[src/rtl/uart_pkg.sv]
// -----------------------------------------------------------------------------
// uart_pkg
// Shared types and constants for the UART receive path.
//   rx_state_t  : receiver FSM states
//   DATA_BITS   : payload bits per frame
//   IDLE_LEVEL  : line level while idle, and the stop bit
//   START_LEVEL : start-bit level
//   tick_div()  : system clocks per oversample tick (truncated)
// -----------------------------------------------------------------------------
package uart_pkg;

  typedef enum logic [2:0] {
    IDLE,
    START,
    DATA,
    PARITY,
    STOP
  } rx_state_t;

  localparam int   DATA_BITS   = 8;
  localparam logic IDLE_LEVEL  = 1'b1;
  localparam logic START_LEVEL = 1'b0;

  // Truncating division. At 100 MHz / (115200 * 16) this gives 54.
  function automatic int tick_div(input int clk_freq, input int baud,
                                  input int oversample);
    return clk_freq / (baud * oversample);
  endfunction

endpackage : uart_pkg

[src/rtl/uart_rx_tick.sv]
// -----------------------------------------------------------------------------
// uart_rx_tick
// Oversample tick generator for the receiver. Counts 0..TICK_DIV-1 while en is
// high and emits a one-cycle tick on the wrap. While en is low the counter is
// cleared, so the first tick always lands TICK_DIV cycles after en rises.
// Independent of any transmitter baud generator.
// Ports:
//   clock : system clock
//   reset : synchronous, active-high
//   en    : count enable; low holds the counter at 0
//   tick  : one-cycle pulse every TICK_DIV enabled cycles
// -----------------------------------------------------------------------------
module uart_rx_tick #(
  parameter int TICK_DIV = 54
) (
  input  logic clock,
  input  logic reset,
  input  logic en,
  output logic tick
);

  localparam int CNT_W = (TICK_DIV > 1) ? $clog2(TICK_DIV) : 1;
  localparam logic [CNT_W-1:0] CNT_LAST = CNT_W'(TICK_DIV - 1);

  logic [CNT_W-1:0] cnt_q, cnt_d;

  // NOTE: every combinational output gets a default first, so no path can
  // leave it unassigned and infer a latch.
  always_comb begin
    cnt_d = cnt_q;
    if (!en) begin
      cnt_d = '0;
    end else if (cnt_q == CNT_LAST) begin
      cnt_d = '0;
    end else begin
      cnt_d = cnt_q + 1'b1;
    end
  end

  // NOTE: state is updated with non-blocking assignments so every flop sees
  // the pre-edge value of every other flop, matching real hardware.
  always_ff @(posedge clock) begin
    if (reset) begin
      cnt_q <= '0;
    end else begin
      cnt_q <= cnt_d;
    end
  end

  assign tick = en && (cnt_q == CNT_LAST);

endmodule : uart_rx_tick

[src/rtl/uart_receiver.sv]
// -----------------------------------------------------------------------------
// uart_receiver
// Serial-to-parallel UART receive path with 16x oversampling and mid-bit
// sampling. Frame is 8N1 by default; defining RX_PARITY_EN makes it 8E1
// (even parity checked, mismatch reported as a frame error).
// Ports:
//   clock         : system clock, rising edge
//   reset         : synchronous, active-high
//   RxD           : asynchronous serial input, idles high
//   RxD_data[7:0] : last good byte; held until the next good frame
//   RxD_valid     : one-cycle pulse when RxD_data is updated
//   RxD_busy      : high from start detection to the stop-bit sample
//   RxD_frame_err : one-cycle pulse on bad stop bit (or parity mismatch)
// Configuration macro: RX_PARITY_EN
// -----------------------------------------------------------------------------
module uart_receiver
  import uart_pkg::*;
#(
  parameter int CLK_FREQ   = 100_000_000,
  parameter int BAUD       = 115200,
  parameter int OVERSAMPLE = 16
) (
  input  logic                 clock,
  input  logic                 reset,
  input  logic                 RxD,
  output logic [DATA_BITS-1:0] RxD_data,
  output logic                 RxD_valid,
  output logic                 RxD_busy,
  output logic                 RxD_frame_err
);

  localparam int TICK_DIV = tick_div(CLK_FREQ, BAUD, OVERSAMPLE);
  localparam int SAMPLE_W = $clog2(OVERSAMPLE);
  localparam int IDX_W    = $clog2(DATA_BITS);

  localparam logic [SAMPLE_W-1:0] MID_LAST = SAMPLE_W'(OVERSAMPLE / 2 - 1);
  localparam logic [SAMPLE_W-1:0] BIT_LAST = SAMPLE_W'(OVERSAMPLE - 1);
  localparam logic [IDX_W-1:0]    IDX_LAST = IDX_W'(DATA_BITS - 1);

  // Two-flop synchronizer; only rx_s_q is used for decisions.
  logic rx_meta_q, rx_s_q;

  rx_state_t            state_q, state_d;
  logic [SAMPLE_W-1:0]  sample_cnt_q, sample_cnt_d;
  logic [IDX_W-1:0]     bit_idx_q, bit_idx_d;
  logic [DATA_BITS-1:0] shreg_q, shreg_d;
  logic                 armed_q, armed_d;
  logic [DATA_BITS-1:0] data_q, data_d;
  logic                 valid_q, valid_d;
  logic                 busy_q, busy_d;
  logic                 frame_err_q, frame_err_d;
  logic                 parity_err;

  logic tick;
  logic start_det;
  logic stop_sample;
  logic stop_ok;

  // A start is only recognised once the idle line has been seen high, so a
  // line stuck low after a framing error does not retrigger.
  assign start_det = (state_q == IDLE) && armed_q && (rx_s_q == START_LEVEL);

  uart_rx_tick #(
    .TICK_DIV(TICK_DIV)
  ) u_tick (
    .clock(clock),
    .reset(reset),
    .en   ((state_q != IDLE) || start_det),
    .tick (tick)
  );

`ifdef RX_PARITY_EN
  logic parity_err_q, parity_err_d;
  assign parity_err = parity_err_q;
`else
  assign parity_err = 1'b0;
`endif

  // ---------------------------------------------------------------------------
  // State register
  // ---------------------------------------------------------------------------
  always_ff @(posedge clock) begin
    if (reset) begin
      rx_meta_q    <= IDLE_LEVEL;
      rx_s_q       <= IDLE_LEVEL;
      state_q      <= IDLE;
      sample_cnt_q <= '0;
      bit_idx_q    <= '0;
      shreg_q      <= '0;
      armed_q      <= 1'b0;
      data_q       <= '0;
      valid_q      <= 1'b0;
      busy_q       <= 1'b0;
      frame_err_q  <= 1'b0;
`ifdef RX_PARITY_EN
      parity_err_q <= 1'b0;
`endif
    end else begin
      rx_meta_q    <= RxD;
      rx_s_q       <= rx_meta_q;
      state_q      <= state_d;
      sample_cnt_q <= sample_cnt_d;
      bit_idx_q    <= bit_idx_d;
      shreg_q      <= shreg_d;
      armed_q      <= armed_d;
      data_q       <= data_d;
      valid_q      <= valid_d;
      busy_q       <= busy_d;
      frame_err_q  <= frame_err_d;
`ifdef RX_PARITY_EN
      parity_err_q <= parity_err_d;
`endif
    end
  end

  // ---------------------------------------------------------------------------
  // Next-state logic
  // ---------------------------------------------------------------------------
  always_comb begin
    state_d      = state_q;
    sample_cnt_d = sample_cnt_q;
    bit_idx_d    = bit_idx_q;
    shreg_d      = shreg_q;
    armed_d      = armed_q;
`ifdef RX_PARITY_EN
    parity_err_d = parity_err_q;
`endif

    case (state_q)
      IDLE: begin
        sample_cnt_d = '0;
        if (rx_s_q == IDLE_LEVEL) begin
          armed_d = 1'b1;
        end
        if (start_det) begin
          state_d = START;
        end
      end

      START: begin
        if (tick) begin
          if (sample_cnt_q == MID_LAST) begin
            sample_cnt_d = '0;
            if (rx_s_q == IDLE_LEVEL) begin
              // Line went back high before mid start bit: glitch.
              state_d = IDLE;
              armed_d = 1'b0;
            end else begin
              state_d   = DATA;
              bit_idx_d = '0;
            end
          end else begin
            sample_cnt_d = sample_cnt_q + 1'b1;
          end
        end
      end

      DATA: begin
        if (tick) begin
          if (sample_cnt_q == BIT_LAST) begin
            sample_cnt_d = '0;
            // Right shift: first (LSB) bit ends up in shreg[0].
            shreg_d   = {rx_s_q, shreg_q[DATA_BITS-1:1]};
            bit_idx_d = bit_idx_q + 1'b1;
            if (bit_idx_q == IDX_LAST) begin
`ifdef RX_PARITY_EN
              state_d = PARITY;
`else
              state_d = STOP;
`endif
            end
          end else begin
            sample_cnt_d = sample_cnt_q + 1'b1;
          end
        end
      end

`ifdef RX_PARITY_EN
      PARITY: begin
        if (tick) begin
          if (sample_cnt_q == BIT_LAST) begin
            sample_cnt_d = '0;
            // Even parity: the parity bit must equal the XOR of the data.
            parity_err_d = (rx_s_q != ^shreg_q);
            state_d      = STOP;
          end else begin
            sample_cnt_d = sample_cnt_q + 1'b1;
          end
        end
      end
`endif

      STOP: begin
        if (tick) begin
          if (sample_cnt_q == BIT_LAST) begin
            // Back to IDLE at mid stop bit so a following start edge is seen.
            sample_cnt_d = '0;
            state_d      = IDLE;
            armed_d      = 1'b0;
          end else begin
            sample_cnt_d = sample_cnt_q + 1'b1;
          end
        end
      end

      default: begin
        state_d = IDLE;
        armed_d = 1'b0;
      end
    endcase
  end

  // ---------------------------------------------------------------------------
  // Output logic
  // ---------------------------------------------------------------------------
  assign stop_sample = (state_q == STOP) && tick && (sample_cnt_q == BIT_LAST);
  assign stop_ok     = (rx_s_q == IDLE_LEVEL) && !parity_err;

  always_comb begin
    valid_d     = stop_sample && stop_ok;
    frame_err_d = stop_sample && !stop_ok;
    data_d      = valid_d ? shreg_q : data_q;
    busy_d      = (state_d != IDLE);
  end

  assign RxD_data      = data_q;
  assign RxD_valid     = valid_q;
  assign RxD_busy      = busy_q;
  assign RxD_frame_err = frame_err_q;

endmodule : uart_receiver

[config.mk]
export PLATFORM = sky130hd
export DESIGN_NAME = uart_receiver
export DESIGN_NICKNAME = d
export VERILOG_FILES = /design/src/rtl/uart_pkg.sv /design/src/rtl/uart_rx_tick.sv /design/src/rtl/uart_receiver.sv
export SDC_FILE = /design/constraint.sdc
export NUM_CORES = 1
export LEC_CHECK = 0
export ABC_AREA = 1
export BUFFER_PORTS_ARGS = -buffer_cell sky130_fd_sc_hd__clkbuf_2
export CAP_MARGIN = 20
export CORE_ASPECT_RATIO = 1.25
export CORE_MARGIN = 2
export CORE_UTILIZATION = 25
export CTS_CLUSTER_DIAMETER = 50
export CTS_CLUSTER_SIZE = 10
export DETAILED_ROUTE_END_ITERATION = 8
export MAX_ROUTING_LAYER = met4
export SLEW_MARGIN = 30
export SYNTH_ARGS = -nofsm -noshare
export SYNTH_HDL_FRONTEND = slang
export SYNTH_SLANG_ARGS = --single-unit
export TNS_END_PERCENT = 50
[constraint.sdc]
create_clock -name clock -period 1.97 [get_ports clock]
set_clock_uncertainty 0.15 [all_clocks]
set_input_delay 0.394 -clock clock [delete_from_list [all_inputs] [get_ports clock]]
set_output_delay 0.394 -clock clock [all_outputs]
set_load 0.01 [all_outputs]
==> results.yml, run 1 <==
power:
  ir_drop_uv: 531
  power.total_mw: 1.58
  powerDensity_nw_per_um2: 780
  leakagePower_nw: 0.919
global_routing:
  grt-ovfl-total: 0
  antenna_found_initial: 0
  grt_max_degree: 24
  grt_pass1_wl_mm: 6.15
  track_usage_pct: 10.3
  grt_pass1_vias: 1389
finish:
  final_cell_mix: "nor2_1 (53), dfxtp_1 (38), nand2_1 (38)"
  layout_commonest_cell: "nor2_1"
  syn_to_final_growth_pct: 16.5
  final_area_um2: 2030
  fin_util_pct: 29.6
  insertedDiodeCount: 0
  multi_input_area_um2: 882
  drive_gt1_share_pct: 18.1
  ff_latch_area_um2: 761
  filler_cell_count: 733
  fin_nets: 255
synth:
  synthMuxAreaShare_pct: 0
  synth.largest_area_cell: "dfxtp_1"
  netlist_instances: 228
  synthSimpleGateAreaFrac_pct: 36.8
  synth_fa_ha_area_share_pct: 3.59
  synth_warnings: 0
  synth_top_family_by_area: "simple AND/OR/NAND/NOR gates"
  synthDominantCellAreaShare_pct: 43.6
  synth_compound_area_share_pct: 9.19
  ys_ff_latch: 38
  synth.area.top_cells: "dfxtp_1 (44%), nor2_1 (11%), nand2_1 (8.2%)"
  synth_area_um2: 1740
  synth_xor_area_share_pct: 1.01
  synth_cell_types: 29
  synthesis.nets: 236
  synth.yosys.seq_area_share_pct: 43.6
  avgSynthCellArea_um2: 7.64
clocking:
  cts.sink_count: 38
  cts_max_path_buffers: 2
  post_cts_buffers: 0
  root_buffer: "clkbuf_8"
  hold_buffers: 0
  cts_resized: 0
  cts_buffers: 5
  clkTransAtPathRegs_ps: 80
  clock_latency_ps: 290
  cts_tree: "done"
  htreeDepth: 2
place:
  port_buffers: 13
  gp_congestion: 0.895
  hpwlAfterDp_mm: 2.52
  place_area_um2: 1920
min_path:
  hold_path.class: "in -> reg"
  whs_endpoint: "rx_meta_q$_SDFF_PP1_"
  worstHoldStart: "RxD"
  holdPathStages: 2
sta:
  slew_violations: 0
  rsz0062_at_grt: "false"
  period_share_pct: 86.8
  tns_ps: 0
  finalHoldViolCount: 0
  relSlewSlack_pct: 80.4
  fmax_mhz: 585
  setup_viol: 0
  worst_hold_slack_ps: 137
  worstMarginPinSlew_ps: 291
  finalCriticalPeriod_ps: 1710
drt:
  wl_mm: 3.35
  routed_via_density: 4.21
  drt_iter0_markers: 94
  detail-route-antenna-nets: 0
  route.detailed.drc: 0
  routedWlPerCell_um: 9.92
  vias: 1423
  drt-pass1-iter-count: 4
floorplan:
  die_h_um: 97.4
  initial_core_util_pct: 25.4
  io_pins: 14
  die_area_um2: 7660
  core_um2: 6850
  die_x_um: 78.7
  rows: 34
critical_path:
  reg2regPathDepth: 10
  slowest_delay_ps: 380
  path_cells: "ha_1 > nand2_1 > nor2_1 > nor2_2 > inv_1 > nand2_2 > nor2_4 > nand2_1 > nand2_1 > nor2_1"
  reg2reg_to: "bit_idx_q[1]$_SDFFE_PP0P_"
  slowest_stage: "dfxtp_1"
  crit_path_frequent_cell: "nand2_1"
  worst-path-buf-inv: 1
  reg2reg_from: "sample_cnt_q[0]$_SDFFE_PP0P_"
  crit_arrival_ps: 1750
  cpLargestDelayFamily: "simple AND/OR/NAND/NOR gates"
  critPathKind: "reg -> reg"
  end_kind: "flop"
  cp.required_ps: 2010
  r2r_slack_ps: 260
  startpoint_type: "flop"
  crit_fanout: 5
job:
  cap_violations: 0
status:
  status: "finished clean"
## per-stage QoR
stage / setup WS (ps) / instances
2_1_floorplan: 403 / 228
3_3_place_gp: 269 / 330
3_5_place_dp: 248 / 330
4_1_cts: 243 / 338
5_1_grt: 72.1 / 338
6_report: 260 / 338
## where the power goes
| group | switching (mW) | internal, mW | leakage [nW] |
|---|---|---|---|
| clock | 0.280 | 0.378 | 0.0514 |
| sequential | 0.0114 | 0.784 | 0.307 |
| combinational | 0.0860 | 0.0456 | 0.561 |
| total | 0.377 | 1.21 | 0.919 |
## registers in the layout, indices dropped and copies added, names as in the netlist, 3 cells and up
| register | flops |
|---|---|
| RxD_data | 8 |
| shreg_q | 8 |
| sample_cnt_q | 4 |
| bit_idx_q | 3 |
| state_q | 3 |
| u_tick.cnt_q | 6 |
## area by class of cell
cell class / instances / share of cell area [%]
tap: 90 / 5.55
clock inverter: 2 / 1.85
sequential: 38 / 37.5
inverter: 21 / 4.19
clock buffer: 6 / 3.57
multi-input combinational: 166 / 43.4
timing repair buffer: 15 / 3.94
## cell families after synthesis
logic type | Yosys count
AO/OA/AOI/OAI | 31
AND/OR/NAND/NOR | 128
adder cells (fa/ha/maj) | 5
flip-flops | 38
XOR/XNOR | 2
buffers and inverters | 24
## worst register-to-register path, stage by stage (launching register included)
cell	delay [ps]
dfxtp_1	380
ha_1	250
nand2_1	90
nor2_1	160
nor2_2	80
inv_1	100
nand2_2	80
nor2_4	160
nand2_1	70
nand2_1	60
nor2_1	40
## cell usage after synthesis
master and n:
nand3_2 2, nor3_1 1, inv_2 1, clkinv_2 1, nor3b_1 2, clkbuf_1 2
nor2_1 53, clkinv_4 1, or3_1 1, o21ai_0 22, buf_4 1, nand4_1 1
nand2_1 38, nor2_8 1, xor2_1 2, nor2_2 1, nand3_4 3, inv_1 18
dfxtp_1 38, nand2_4 2, a21oi_1 7, o21bai_1 1, ha_1 5, nor2_4 3
or2_2 3, nand2_2 5, nand3_1 11, nand3b_1 1, o211ai_1 1
## metal layers
metal,routed length (um),GRT usage (%),vias to the layer above
li1,-,-,763
met1,1460,11.2,630
met2,1660,16.8,20
met3,101,2.42,10
met4,130,6.48,0
met5,0,-,-
## how the worst max path moves through the flow
stage	endpoint	slack (ps)	cells after the start	start
finish	bit_idx_q[1]$_SDFFE_PP0P_	260	10	sample_cnt_q[0]$_SDFFE_PP0P_
floorplan	bit_idx_q[2]$_SDFFE_PP0P_	400	10	sample_cnt_q[0]$_SDFFE_PP0P_
detailed placement	RxD_data[1]$_SDFFE_PP0P_	250	8	u_tick.cnt_q[0]$_SDFF_PP0_
global placement	RxD_data[1]$_SDFFE_PP0P_	270	8	u_tick.cnt_q[0]$_SDFF_PP0_
CTS	RxD_data[1]$_SDFFE_PP0P_	240	8	u_tick.cnt_q[0]$_SDFF_PP0_
global route	RxD_data[6]$_SDFFE_PP0P_	70	8	u_tick.cnt_q[0]$_SDFF_PP0_
(Power assumes the default switching activity.)
==> inputs of run 2 (changes only) <==
- BUFFER_PORTS_ARGS: -buffer_cell sky130_fd_sc_hd__clkbuf_2 -> unset
- CAP_MARGIN: 20 -> 40
- DONT_BUFFER_PORTS: unset -> 1
==> run 2 against run 1 <==
Wire length decreased by 0.86%. Clock-buffer cell count increased by 1. Register-to-register slack about the same. Critical endpoint is now bit_idx_q[0]$_SDFFE_PP0P_. First-iteration DRC count decreased by 41%. Sequential power about the same. Highest routed layer unchanged. Critical path depth unchanged.
==> results.yml, run 2 (same netlist as run 1, synthesis figures left out) <==
drt:
  routed_via_density: 4.22
  wl_mm: 3.32
  route.detailed.drc: 0
  drt-pass1-iter-count: 5
  vias: 1368
  detail-route-antenna-nets: 0
  routedWlPerCell_um: 10.3
  drt_iter0_markers: 55
critical_path:
  reg2regPathDepth: 10
  reg2reg_to: "bit_idx_q[0]$_SDFFE_PP0P_"
  reg2reg_from: "sample_cnt_q[0]$_SDFFE_PP0P_"
  end_kind: "flop"
  cp.required_ps: 2010
  critPathKind: "reg -> reg"
  startpoint_type: "flop"
  critPathCapture: "bit_idx_q[0]$_SDFFE_PP0P_"
  crit_fanout: 5
  crit_arrival_ps: 1750
  r2r_slack_ps: 250
  timing.critical_path.from: "sample_cnt_q[0]$_SDFFE_PP0P_"
power:
  powerDensity_nw_per_um2: 735
  ir_drop_uv: 354
  leakagePower_nw: 0.847
floorplan:
  die_x_um: 78.7
  initial_core_util_pct: 25.4
  core_um2: 6850
  die_h_um: 97.4
  rows: 34
  io_pins: 14
  die_area_um2: 7660
job:
  cap_violations: 0
global_routing:
  grt_max_degree: 20
  antenna_found_initial: 0
  grt-busiest-layer: "met2"
  gr-usage-met1_pct: 11.6
  met3_usage_pct: 2.79
  grt_pass1_wl_mm: 5.90
  track_usage_pct: 9.87
  grt_use_met2_pct: 15.8
  grt_pass1_vias: 1317
  grt-ovfl-total: 0
place:
  place_ws_ps: 264
  place_area_um2: 1860
  place_inst: 317
  gp_congestion: 0.890
  hpwlAfterDp_mm: 2.48
  port_buffers: 0
sta:
  relSlewSlack_pct: 80.3
  period_share_pct: 87.1
  setup_viol: 0
  finalHoldViolCount: 0
  finalCriticalPeriod_ps: 1720
  tns_ps: 0
  worstMarginPinSlew_ps: 292
  slew_violations: 0
  rsz0062_at_grt: "false"
  fmax_mhz: 583
  worst_slack_ps: 254
clocking:
  hold_buffers: 0
  htreeDepth: 2
  cts_max_path_buffers: 2
  post_cts_buffers: 0
  cts_resized: 0
  cts.sink_count: 38
  cts_tree: "done"
  clock_latency_ps: 290
  clkTransAtPathRegs_ps: 70
  cts_buffers: 5
  root_buffer: "clkbuf_8"
finish:
  final_area_um2: 1930
  filler_cell_count: 745
  drive_gt1_share_pct: 12.8
  layout_commonest_cell: "nor2_1"
  fin_cells: 324
  insertedDiodeCount: 0
  fin_nets: 242
  fin_util_pct: 28.2
  final_cell_mix: "nor2_1 (53), dfxtp_1 (38), nand2_1 (38)"
  syn_to_final_growth_pct: 10.8
min_path:
  hold_path.class: "in -> reg"
  worstHoldStart: "reset"
status:
  status: "finished clean"
-- run 2: cell types whose count changed in the layout (fill, tap and decap cells not counted) --
cell and delta:
clkbuf_2 -13, bufinv_16 -1, clkbuf_1 +1, clkinvlp_4 -1
-- run 2: per-layer routing --
layer | up-vias | routed length, um
li1 | 737 | -
met3 | 10 | 145
met2 | 22 | 1590
met4 | 0 | 82
met1 | 599 | 1510
met5 | - | 0
-- run 2: worst min-delay path by stage --
| stage | end | slack, ps | depth (start not counted) |
|---|---|---|---|
| 2_1_floorplan | rx_s_q$_SDFF_PP1_ | 240 | 1 |
| 3_3_place_gp | rx_s_q$_SDFF_PP1_ | 240 | 1 |
| 3_5_place_dp | rx_s_q$_SDFF_PP1_ | 240 | 1 |
| 4_1_cts | sample_cnt_q[0]$_SDFFE_PP0P_ | 3 | 1 |
| 5_1_grt | sample_cnt_q[1]$_SDFFE_PP0P_ | 2 | 1 |
| 6_report | sample_cnt_q[3]$_SDFFE_PP0P_ | 10 | 1 |
-- run 2: critical path, stage by stage (launching register included) --
cell	delay (ps)
dfxtp_1	370
ha_1	260
nand2_1	90
nor2_1	170
nor2_2	70
inv_1	100
nand2_2	80
nor2_4	160
nand2_1	70
nand2_1	60
nor2_1	40
-- run 2: area by class of cell --
cell class | instances | area [um^2] | share of cell area [%]
Inverter | 21 | 85.1 | 4.40
Multi-Input combinational cell | 166 | 882 | 45.7
Sequential cell | 38 | 761 | 39.4
Timing Repair Buffer | 2 | 15.0 | 0.777
Tap cell | 90 | 113 | 5.83
Clock buffer | 7 | 76.3 | 3.95
-- run 2: power breakdown --
group          internal, mW  switching (mW)
clock                 0.244           0.257
combinational        0.0422          0.0788
sequential            0.785          0.0139
total                  1.07           0.350
-- run 2: per-stage QoR --
stage / hold WS (ps) / power, mW
floorplan: 239 / 0.916
global placement: 243 / 0.938
detailed placement: 242 / 0.938
CTS: 2.77 / 1.44
global route: 2.36 / 1.49
finish: 14.7 / 1.42
==> inputs of run 3 (changes only) <==
- clock period: 1.97 -> 1.5 ns (I/O delays scaled with it)
==> run 3 against run 2 <==
The flow now finishes with violations (setup timing). Sequential share of layout area down 5.4 points. Maximum frequency grew 10%. Clock power increased by 110%. Non-clock buffer count increased by 18. Sequential power up 31%. Register-to-register slack got worse by 310 ps. Die area did not move. Core utilization is 4.9 points higher. Hold slack better by 120 ps. Combinational power grew 74%. Highest routed layer unchanged. Critical path depth down 1. Largest power group is now clock.
==> results.yml, run 3 (same netlist as run 1, synthesis figures left out) <==
floorplan:
  initial_core_util_pct: 25.4
  die_h_um: 97.4
  core_um2: 6850
  io_pins: 14
  rows: 34
  die_area_um2: 7660
  die_x_um: 78.7
status:
  status: "finished, violations left"
  violations: "setup timing"
clocking:
  cts_tree: "done"
  clkTransAtPathRegs_ps: 70
  cts.sink_count: 38
  htreeDepth: 2
  clock_latency_ps: 290
  cts_max_path_buffers: 2
  root_buffer: "clkbuf_8"
  cts_buffers: 5
drt:
  wl_mm: 3.68
  routedWlPerCell_um: 10.7
  drt-pass1-iter-count: 4
  detail-route-antenna-nets: 0
  route.detailed.drc: 0
  vias: 1482
  drt_iter0_markers: 42
  routed_via_density: 4.31
sta:
  tns_ps: -836
  finalCriticalPeriod_ps: 1560
  worstMarginPinSlew_ps: 305
  period_share_pct: 104
  worst_slack_ps: -58.6
  slew_violations: 0
  setup_viol: 22
  relSlewSlack_pct: 79.6
  finalHoldViolCount: 0
  fmax_mhz: 642
  rsz0062_at_grt: "true"
critical_path:
  cp.required_ps: 1540
  end_kind: "flop"
  crit_fanout: 5
  critPathKind: "reg -> reg"
  crit_arrival_ps: 1600
  startpoint_type: "flop"
place:
  gp_congestion: 0.874
  place_area_um2: 1980
  hpwlAfterDp_mm: 2.54
  port_buffers: 0
power:
  ir_drop_uv: 763
  leakagePower_nw: 0.989
  powerDensity_nw_per_um2: 1030
job:
  cap_violations: 0
finish:
  layout_commonest_cell: "nor2_1"
  insertedDiodeCount: 0
  fin_nets: 261
  drive_gt1_share_pct: 30.7
  final_cell_mix: "nor2_1 (47), nand2_1 (34), dfxtp_1 (31)"
  syn_to_final_growth_pct: 30.0
  final_area_um2: 2270
global_routing:
  antenna_found_initial: 0
  grt-ovfl-total: 0
  grt_max_degree: 19
  grt_pass1_wl_mm: 6.33
  grt_pass1_vias: 1454
  track_usage_pct: 10.4
min_path:
  hold_path.class: "in -> reg"
## run 3: per-stage QoR
step           hold slack, ps  power [mW]  instances  setup WS [ps]  utilization, %
2_1_floorplan             239        1.20        228          -11.8               -
3_3_place_gp              222        1.24        332          -72.4            28.9
3_5_place_dp              226        1.24        332           -119            28.9
4_1_cts                   125        2.35        344          -50.6            32.6
5_1_grt                   156        2.42        344           -178            33.1
6_report                  139        2.33        344          -58.6            33.1
## run 3: area by class of cell
class	count	area, um^2
Clock inverter	2	60.1
Timing Repair Buffer	20	159
Fill cell	721	4580
Multi-Input combinational cell	167	997
Sequential cell	38	769
Inverter	21	85.1
Tap cell	90	113
Clock buffer	6	82.6
## run 3: power by group
| part | internal, mW | total (mW) | switching [mW] |
|---|---|---|---|
| clock network | 0.709 | 1.07 | 0.357 |
| logic | 0.0818 | 0.211 | 0.129 |
| registers | 1.03 | 1.05 | 0.0186 |
## run 3: layer usage
metal	track usage, %	vias to the layer above	routed length (um)
li1	-	778	-
met1	11.7	679	1630
met2	17.8	18	1880
met3	1.77	7	89
met4	4.86	0	83
met5	-	-	0
## run 3: worst paths after layout
path                                   start                           end  slack (ps)  cells after the start
setup / recovery  u_tick.cnt_q[1]$_SDFF_PP0_      RxD_data[2]$_SDFFE_PP0P_         -60                      9
hold / removal                         reset  sample_cnt_q[2]$_SDFFE_PP0P_         140                      3
setup reg to reg  u_tick.cnt_q[1]$_SDFF_PP0_      RxD_data[2]$_SDFFE_PP0P_         -60                      9
hold reg to reg         rx_meta_q$_SDFF_PP1_             rx_s_q$_SDFF_PP1_         260                      1
## run 3: critical path, stage by stage (launching register included)
cell and delay, ps:
dfxtp_2 320, inv_2 60, ha_4 140, nand3_4 80, nor2_4 120, nand2_4 90, nor2_8 160, nand3_4 120
o21ai_0 160, nor2_1 60
## run 3: timing repair
item,in CTS,in global routing
cloned,1,0
hold buffers,2,0
buffers inserted,1,0
pin swaps,5,5
hold endpoints to repair,8,0
endpoints found under the setup margin,26,31
resized for setup,28,12
